$ cat src/rtl/sram_req_ctrl_pkg.sv
// Shared types and response-buffer sizing for sram_req_ctrl.
// SRAM_REQ_SKID_EN selects a 2-entry response FIFO (1 entry otherwise).
package sram_req_ctrl_pkg;

  typedef enum logic {
    D16 = 1'b0,
    D32 = 1'b1
  } DWD_mode;

  typedef struct packed {
    logic    lsb;
    DWD_mode mode;
  } rsp_tag_t;

`ifdef SRAM_REQ_SKID_EN
  localparam int unsigned RSPDEPTH = 2;
`else
  localparam int unsigned RSPDEPTH = 1;
`endif

endpackage

$ cat src/rtl/sram_req_ctrl_rsp_fifo.sv
// Small synchronous FIFO holding SRAM read responses until the consumer takes them.
module sram_rsp_fifo #(
  parameter int unsigned DEPTH = 2,
  parameter int unsigned WIDTH = 32
) (
  input  logic                           clk,
  input  logic                           rst,
  input  logic                           push,
  input  logic                           pop,
  input  logic [WIDTH-1:0]               din,
  output logic [WIDTH-1:0]               head,
  output logic [$clog2(DEPTH+1)-1:0]     cnt
);

  localparam int unsigned PW    = (DEPTH > 1) ? $clog2(DEPTH) : 1;
  localparam int unsigned SLOTS = 2 ** PW;
  localparam int unsigned CW    = $clog2(DEPTH + 1);

  logic [WIDTH-1:0] mem [SLOTS];
  logic [PW-1:0]    wptr;
  logic [PW-1:0]    rptr;

  function automatic logic [PW-1:0] ptr_next(input logic [PW-1:0] p);
    return (p == PW'(DEPTH - 1)) ? '0 : PW'(p + 1'b1);
  endfunction

  always_ff @(posedge clk or posedge rst) begin
    if (rst) begin
      wptr <= '0;
      rptr <= '0;
      cnt  <= '0;
      for (int i = 0; i < int'(SLOTS); i++) mem[i] <= '0;
    end else begin
      if (push) begin
        mem[wptr] <= din;
        wptr      <= ptr_next(wptr);
      end
      if (pop) rptr <= ptr_next(rptr);
      case ({push, pop})
        2'b10:   cnt <= CW'(cnt + 1'b1);
        2'b01:   cnt <= CW'(cnt - 1'b1);
        default: cnt <= cnt;
      endcase
    end
  end

  assign head = mem[rptr];

endmodule

$ cat src/rtl/sram_req_ctrl.sv
// Valid/ready front end for a one-cycle-latency two-port SRAM: read/write grants,
// same-word collision stall, response credit and D16 half-word selection.
module sram_req_ctrl
  import sram_req_ctrl_pkg::*;
#(
  parameter int unsigned WORDWD = 32,
  parameter int unsigned DWD    = 32,
  parameter int unsigned AWD    = $clog2(2 * WORDWD),
  parameter int unsigned SIZE   = 1
) (
  input  logic                  i_clk,
  input  logic                  i_rst,
  input  DWD_mode               i_dwd_mode,
  input  logic                  i_wvalid,
  output logic                  o_wready,
  input  logic [AWD-1:0]        i_waddr,
  input  logic [DWD*SIZE-1:0]   i_wdata,
  input  logic                  i_rvalid,
  output logic                  o_rready,
  input  logic [AWD-1:0]        i_raddr,
  output logic                  o_rspvalid,
  input  logic                  i_rspready,
  output logic [DWD*SIZE-1:0]   o_rspdata,
  output logic                  o_sram_read,
  output logic                  o_sram_write,
  output logic [AWD-1:0]        o_sram_raddr,
  output logic [AWD-1:0]        o_sram_waddr,
  output logic [DWD*SIZE-1:0]   o_sram_wdata,
  input  logic [DWD*SIZE-1:0]   i_sram_rdata
);

  localparam int unsigned RFAWD = $clog2(WORDWD);
  localparam int unsigned HW    = DWD / 2;
  localparam int unsigned LW    = DWD * SIZE;
  localparam int unsigned CW    = $clog2(RSPDEPTH + 1);

  logic          inflight;
  rsp_tag_t      tag;
  logic [CW-1:0] fifo_cnt;
  logic [CW:0]   occupancy;
  logic          rgnt;
  logic          wgnt;
  logic          pop;
  logic          collide;
  logic [LW-1:0] push_data;

  function automatic logic [RFAWD-1:0] word_idx(input logic [AWD-1:0] a, input DWD_mode m);
    return (m == D16) ? RFAWD'(a[AWD-1:1]) : a[RFAWD-1:0];
  endfunction

  // Grants, collision stall and credit; everything is held off during reset.
  always_comb begin
    occupancy = (CW+1)'(inflight) + (CW+1)'(fifo_cnt) - (CW+1)'(pop);
    o_rready  = !i_rst && (occupancy < (CW+1)'(RSPDEPTH));
    rgnt      = i_rvalid && o_rready;
    collide   = rgnt && i_wvalid &&
                (word_idx(i_raddr, i_dwd_mode) == word_idx(i_waddr, i_dwd_mode));
    o_wready  = !i_rst && !collide;
    wgnt      = i_wvalid && o_wready;
  end

  always_comb begin
    o_sram_read  = rgnt;
    o_sram_write = wgnt;
    o_sram_raddr = i_rst ? '0 : i_raddr;
    o_sram_waddr = i_rst ? '0 : i_waddr;
    o_sram_wdata = i_rst ? '0 : i_wdata;
  end

  // One read outstanding in the SRAM pipeline at most; reset drops it.
  always_ff @(posedge i_clk or posedge i_rst) begin
    if (i_rst) begin
      inflight <= 1'b0;
      tag      <= '{lsb: 1'b0, mode: D16};
    end else begin
      inflight <= rgnt;
      if (rgnt) tag <= '{lsb: i_raddr[0], mode: i_dwd_mode};
    end
  end

  // D16 responses carry the addressed half, zero-extended, in every lane.
  always_comb begin
    push_data = '0;
    for (int l = 0; l < int'(SIZE); l++) begin
      if (tag.mode == D16)
        push_data[l*DWD +: DWD] = DWD'(tag.lsb ? i_sram_rdata[l*DWD+HW +: HW]
                                               : i_sram_rdata[l*DWD +: HW]);
      else
        push_data[l*DWD +: DWD] = i_sram_rdata[l*DWD +: DWD];
    end
  end

  assign o_rspvalid = (fifo_cnt != '0);
  assign pop        = o_rspvalid && i_rspready;

  sram_rsp_fifo #(
    .DEPTH (RSPDEPTH),
    .WIDTH (LW)
  ) u_fifo (
    .clk  (i_clk),
    .rst  (i_rst),
    .push (inflight),
    .pop  (pop),
    .din  (push_data),
    .head (o_rspdata),
    .cnt  (fifo_cnt)
  );

endmodule

$ cat config.mk
export PLATFORM = sky130hd
export DESIGN_NAME = sram_req_ctrl
export DESIGN_NICKNAME = d
export VERILOG_FILES = /design/src/rtl/sram_req_ctrl_pkg.sv /design/src/rtl/sram_req_ctrl_rsp_fifo.sv /design/src/rtl/sram_req_ctrl.sv
export SDC_FILE = /design/constraint.sdc
export NUM_CORES = 1
export LEC_CHECK = 0
export ABC_AREA = 0
export BUFFER_PORTS_ARGS = -buffer_cell sky130_fd_sc_hd__buf_4
export CORE_MARGIN = 10
export CORE_UTILIZATION = 39
export CTS_CLUSTER_SIZE = 25
export DETAILED_ROUTE_END_ITERATION = 10
export PLACE_DENSITY = 0.81
export SLEW_MARGIN = 25
export SYNTH_ARGS = -nofsm -noshare
export SYNTH_HDL_FRONTEND = slang
export SYNTH_SLANG_ARGS = --single-unit
export TNS_END_PERCENT = 100
$ cat constraint.sdc
create_clock -name i_clk -period 2.01 [get_ports i_clk]
set_input_delay 0 -clock i_clk [delete_from_list [all_inputs] [get_ports i_clk]]
set_output_delay 0 -clock i_clk [all_outputs]
set_load 0.01 [all_outputs]
==> reports/results.ini <==
[power]
vdd_drop_max_uv=511
leakagePower_nw=1.84
p_per_area_mw_per_mm2=804
p_total_w=0.00282

[timing]
setup_tns_ns=0
finalCritPeriodShare=0.942
finClkSkew_ns=0.00890
hold_viol=1
fin_hold_ws_ns=-0.00358
fmax_mhz=528
slew_headroom=0.695
slew_violations=0
tightest_slew_ns=0.457
report.final.setup_viol=0
min_period_ns=1.89
rsz0062_at_grt=false

[grt]
gr-usage-all-layers=0.183
grt_pass1_wl_um=12200
antenna_found_initial=1
grt_max_degree=51
grt_pass1_vias=2302
overflow=0

[synth]
syn_inst=212
synth_edf_count=0
ys.flop_type=dfrtp_1
syn-cell-area_mm2=0.00194
synthAdderAreaFrac=0.00644
yosys_warnings=0
muxShareOfSynthArea=0.0992
yosys.area_share.simple=0.236
ys_async_sr_fraction=1.00
yosysUniqueCellTypes=25
syn_nets=295
avgSynthCellArea_um2=9.16
synth_compound_area_frac=0.0902
ys_seq_elements=36
yosysSeqAreaShare=0.464
synthXorXnorAreaFrac=0.0316
synth_top_family_by_area=simple AND/OR/NAND/NOR gates

[die]
die_area_mm2=0.00820
dieHeight_um=90.6
core_area_mm2=0.00479
ios=163
die_width_um=90.6
row_count=25
start_util=0.406

[route]
routedWlPerCell_um=17.0
totalWireLength_um=7810
post-route-drc-count=0
drtPass1Iterations=4
vias=2115
vias_per_cell=4.59
initialDrtViolationCount=45
drtAntennaViolNets=0

[critical_path]
critPathSlowestCell=dfrtp_1
cp.required_ns=2.01
cp_cell_sequence=nor2b_2 -> ha_1 -> nor4b_4 -> and3_2 -> a31oi_1 -> buf_4
end_kind=output port
cp_max_fo=3
crit_type=register to output port
worstSetupStartpointType=register
worstPathArrival_ns=1.89
slowest_delay_ns=0.37

[finish]
instances_no_fill=461
regArea_um2=901
drive_gt1_frac=0.458
area_growth_pct=80.9
fin_util=0.734
final_nets=475
fillers=386
multiInputGateArea_um2=903

[cts]
clock_path_buffers=2
cts.htree.levels=2
clock-sinks=36
cts_tree=done
cts_made_buffers=5
worstSkewPairLatency_ns=0.29
root_buffer=clkbuf_8
clkTransAtPathRegs_ns=0.07

[placed_design]
port_buffers=162
dp.final_hpwl_um=6250
gp_congestion=0.789
placed_cells=431

[outcome]
status=finished, violations left
violations=negative hold slack

[flow_run]
maxCapViolCount=0

[worst_hold_path]
hold_path_class=primary input to register

## synth_stat cells, drive strengths merged (2+ instances only)
| library cell | n | area share |
|---|---|---|
| nor2b | 45 | 0.14 |
| dfrtp | 36 | 0.46 |
| inv | 17 | 0.033 |
| mux2i | 17 | 0.088 |
| nand2 | 17 | 0.033 |
| a21oi | 16 | 0.041 |
| nor2 | 16 | 0.031 |
| o21ai | 16 | 0.041 |
| buf | 7 | 0.024 |
| clkbuf | 7 | 0.015 |
| xor2 | 6 | 0.027 |
| mux2 | 2 | 0.012 |
| nor3 | 2 | 0.0052 |
## final timing paths
| path | startpoint | end | slack [ns] | cells after the start |
|---|---|---|---|---|
| max | u_fifo.cnt$_DFFE_PP0P_ | o_wready | 0.12 | 6 |
| min | i_rspready | u_fifo.cnt$_DFFE_PP0P_ | -0.004 | 3 |
| max reg2reg | u_fifo.cnt$_DFFE_PP0P_ | tag[0]$_DFFE_PP0P_ | 0.18 | 6 |
| min reg2reg | u_fifo.mem[32]$_DFFE_PP0P_ | u_fifo.mem[32]$_DFFE_PP0P_ | 0.53 | 2 |
| max in group asynchronous | i_rst | u_fifo.mem[60]$_DFFE_PP0P_ | 1.62 | 3 |
| min in group asynchronous | i_rst | inflight$_DFF_PP0_ | 0.05 | 3 |
## worst max-delay path: cells and delay by family, from the launching register on
kind	cells	cell delay (ns)
AOI/OAI and AO/OA	1	0.08
adders and majority gates	1	0.32
buffers and inverters	1	0.17
DFF	1	0.37
and+or+nand+nor	3	0.66
## state kept, by name, summed over array words and instances, names as in the netlist
name        count
u_fifo.mem     32
u_fifo.cnt      1
inflight        1
tag             2
## timing repair
item / in CTS / in global routing
resized for setup: 0 / 1
buffers inserted: 2 / 0
pin swaps: 1 / 1
setup endpoints to repair: 1 / 3
endpoints found under the hold margin: 19 / 0
hold buffers: 19 / 0
## placed cells by master (no fill, tap or decap)
cell type,instances
xnor2_1,1
buf_12,1
a21oi_1,16
clkbuf_1,1
inv_1,17
ha_1,1
clkbuf_8,6
dlygate4sd3_1,19
nor4b_4,1
xor2_1,6
mux2i_1,17
a41oi_1,1
o21ai_0,15
nor2_1,16
nand2b_1,1
clkinvlp_4,1
nor2b_2,1
buf_4,167
mux2_2,2
a31oi_1,1
o21ai_1,1
dfrtp_1,36
nand2_1,17
nor2b_1,44
and2_1,1
diode_2,1
and3_2,1
nor3_1,2
## kinds of logic (layout without fill, tap and decap cells)
logic type / Yosys count / in the layout
adders and majority gates: 1 / 1
buffers and inverters: 31 / 212
muxes: 19 / 19
and+or+nand+nor: 84 / 84
DFF: 36 / 36
xor gates and xnor gates: 7 / 7
AOI/OAI and AO/OA: 34 / 34
other: 0 / 1
## layer usage
| metal | routed length [µm] | GRT usage | up-vias |
|---|---|---|---|
| met5 | 0 | 0 | - |
| met4 | 138 | 0.0663 | 0 |
| met3 | 584 | 0.0623 | 11 |
| met2 | 4420 | 0.346 | 69 |
| met1 | 2670 | 0.177 | 997 |
| li1 | - | - | 1038 |
## cell type report
class / count / area share
Tap cell: 67 / 0.0239
Timing Repair Buffer: 187 / 0.417
Sequential cell: 36 / 0.257
Multi-Input combinational cell: 145 / 0.257
Inverter: 17 / 0.0182
Clock inverter: 1 / 0.00214
Clock buffer: 7 / 0.0246
Antenna cell: 1 / 0.000713
## per-stage QoR
stage          hold slack (ns)  cell area [µm²]  setup slack (ns)
2_1_floorplan           0.0388             1940             0.275
3_3_place_gp             0.211             3210             0.349
3_5_place_dp             0.218             3210             0.299
4_1_cts                0.00432             3510            0.0478
5_1_grt               0.000794             3510            0.0122
6_report              -0.00358             3510             0.117
## power by group
part           total [W]  switching [W]  internal [W]
clock           0.000541       0.000263      0.000279
combinational    0.00122       0.000564      0.000652
sequential       0.00107       0.000124      0.000942
Power figures use the tool's default switching activity.
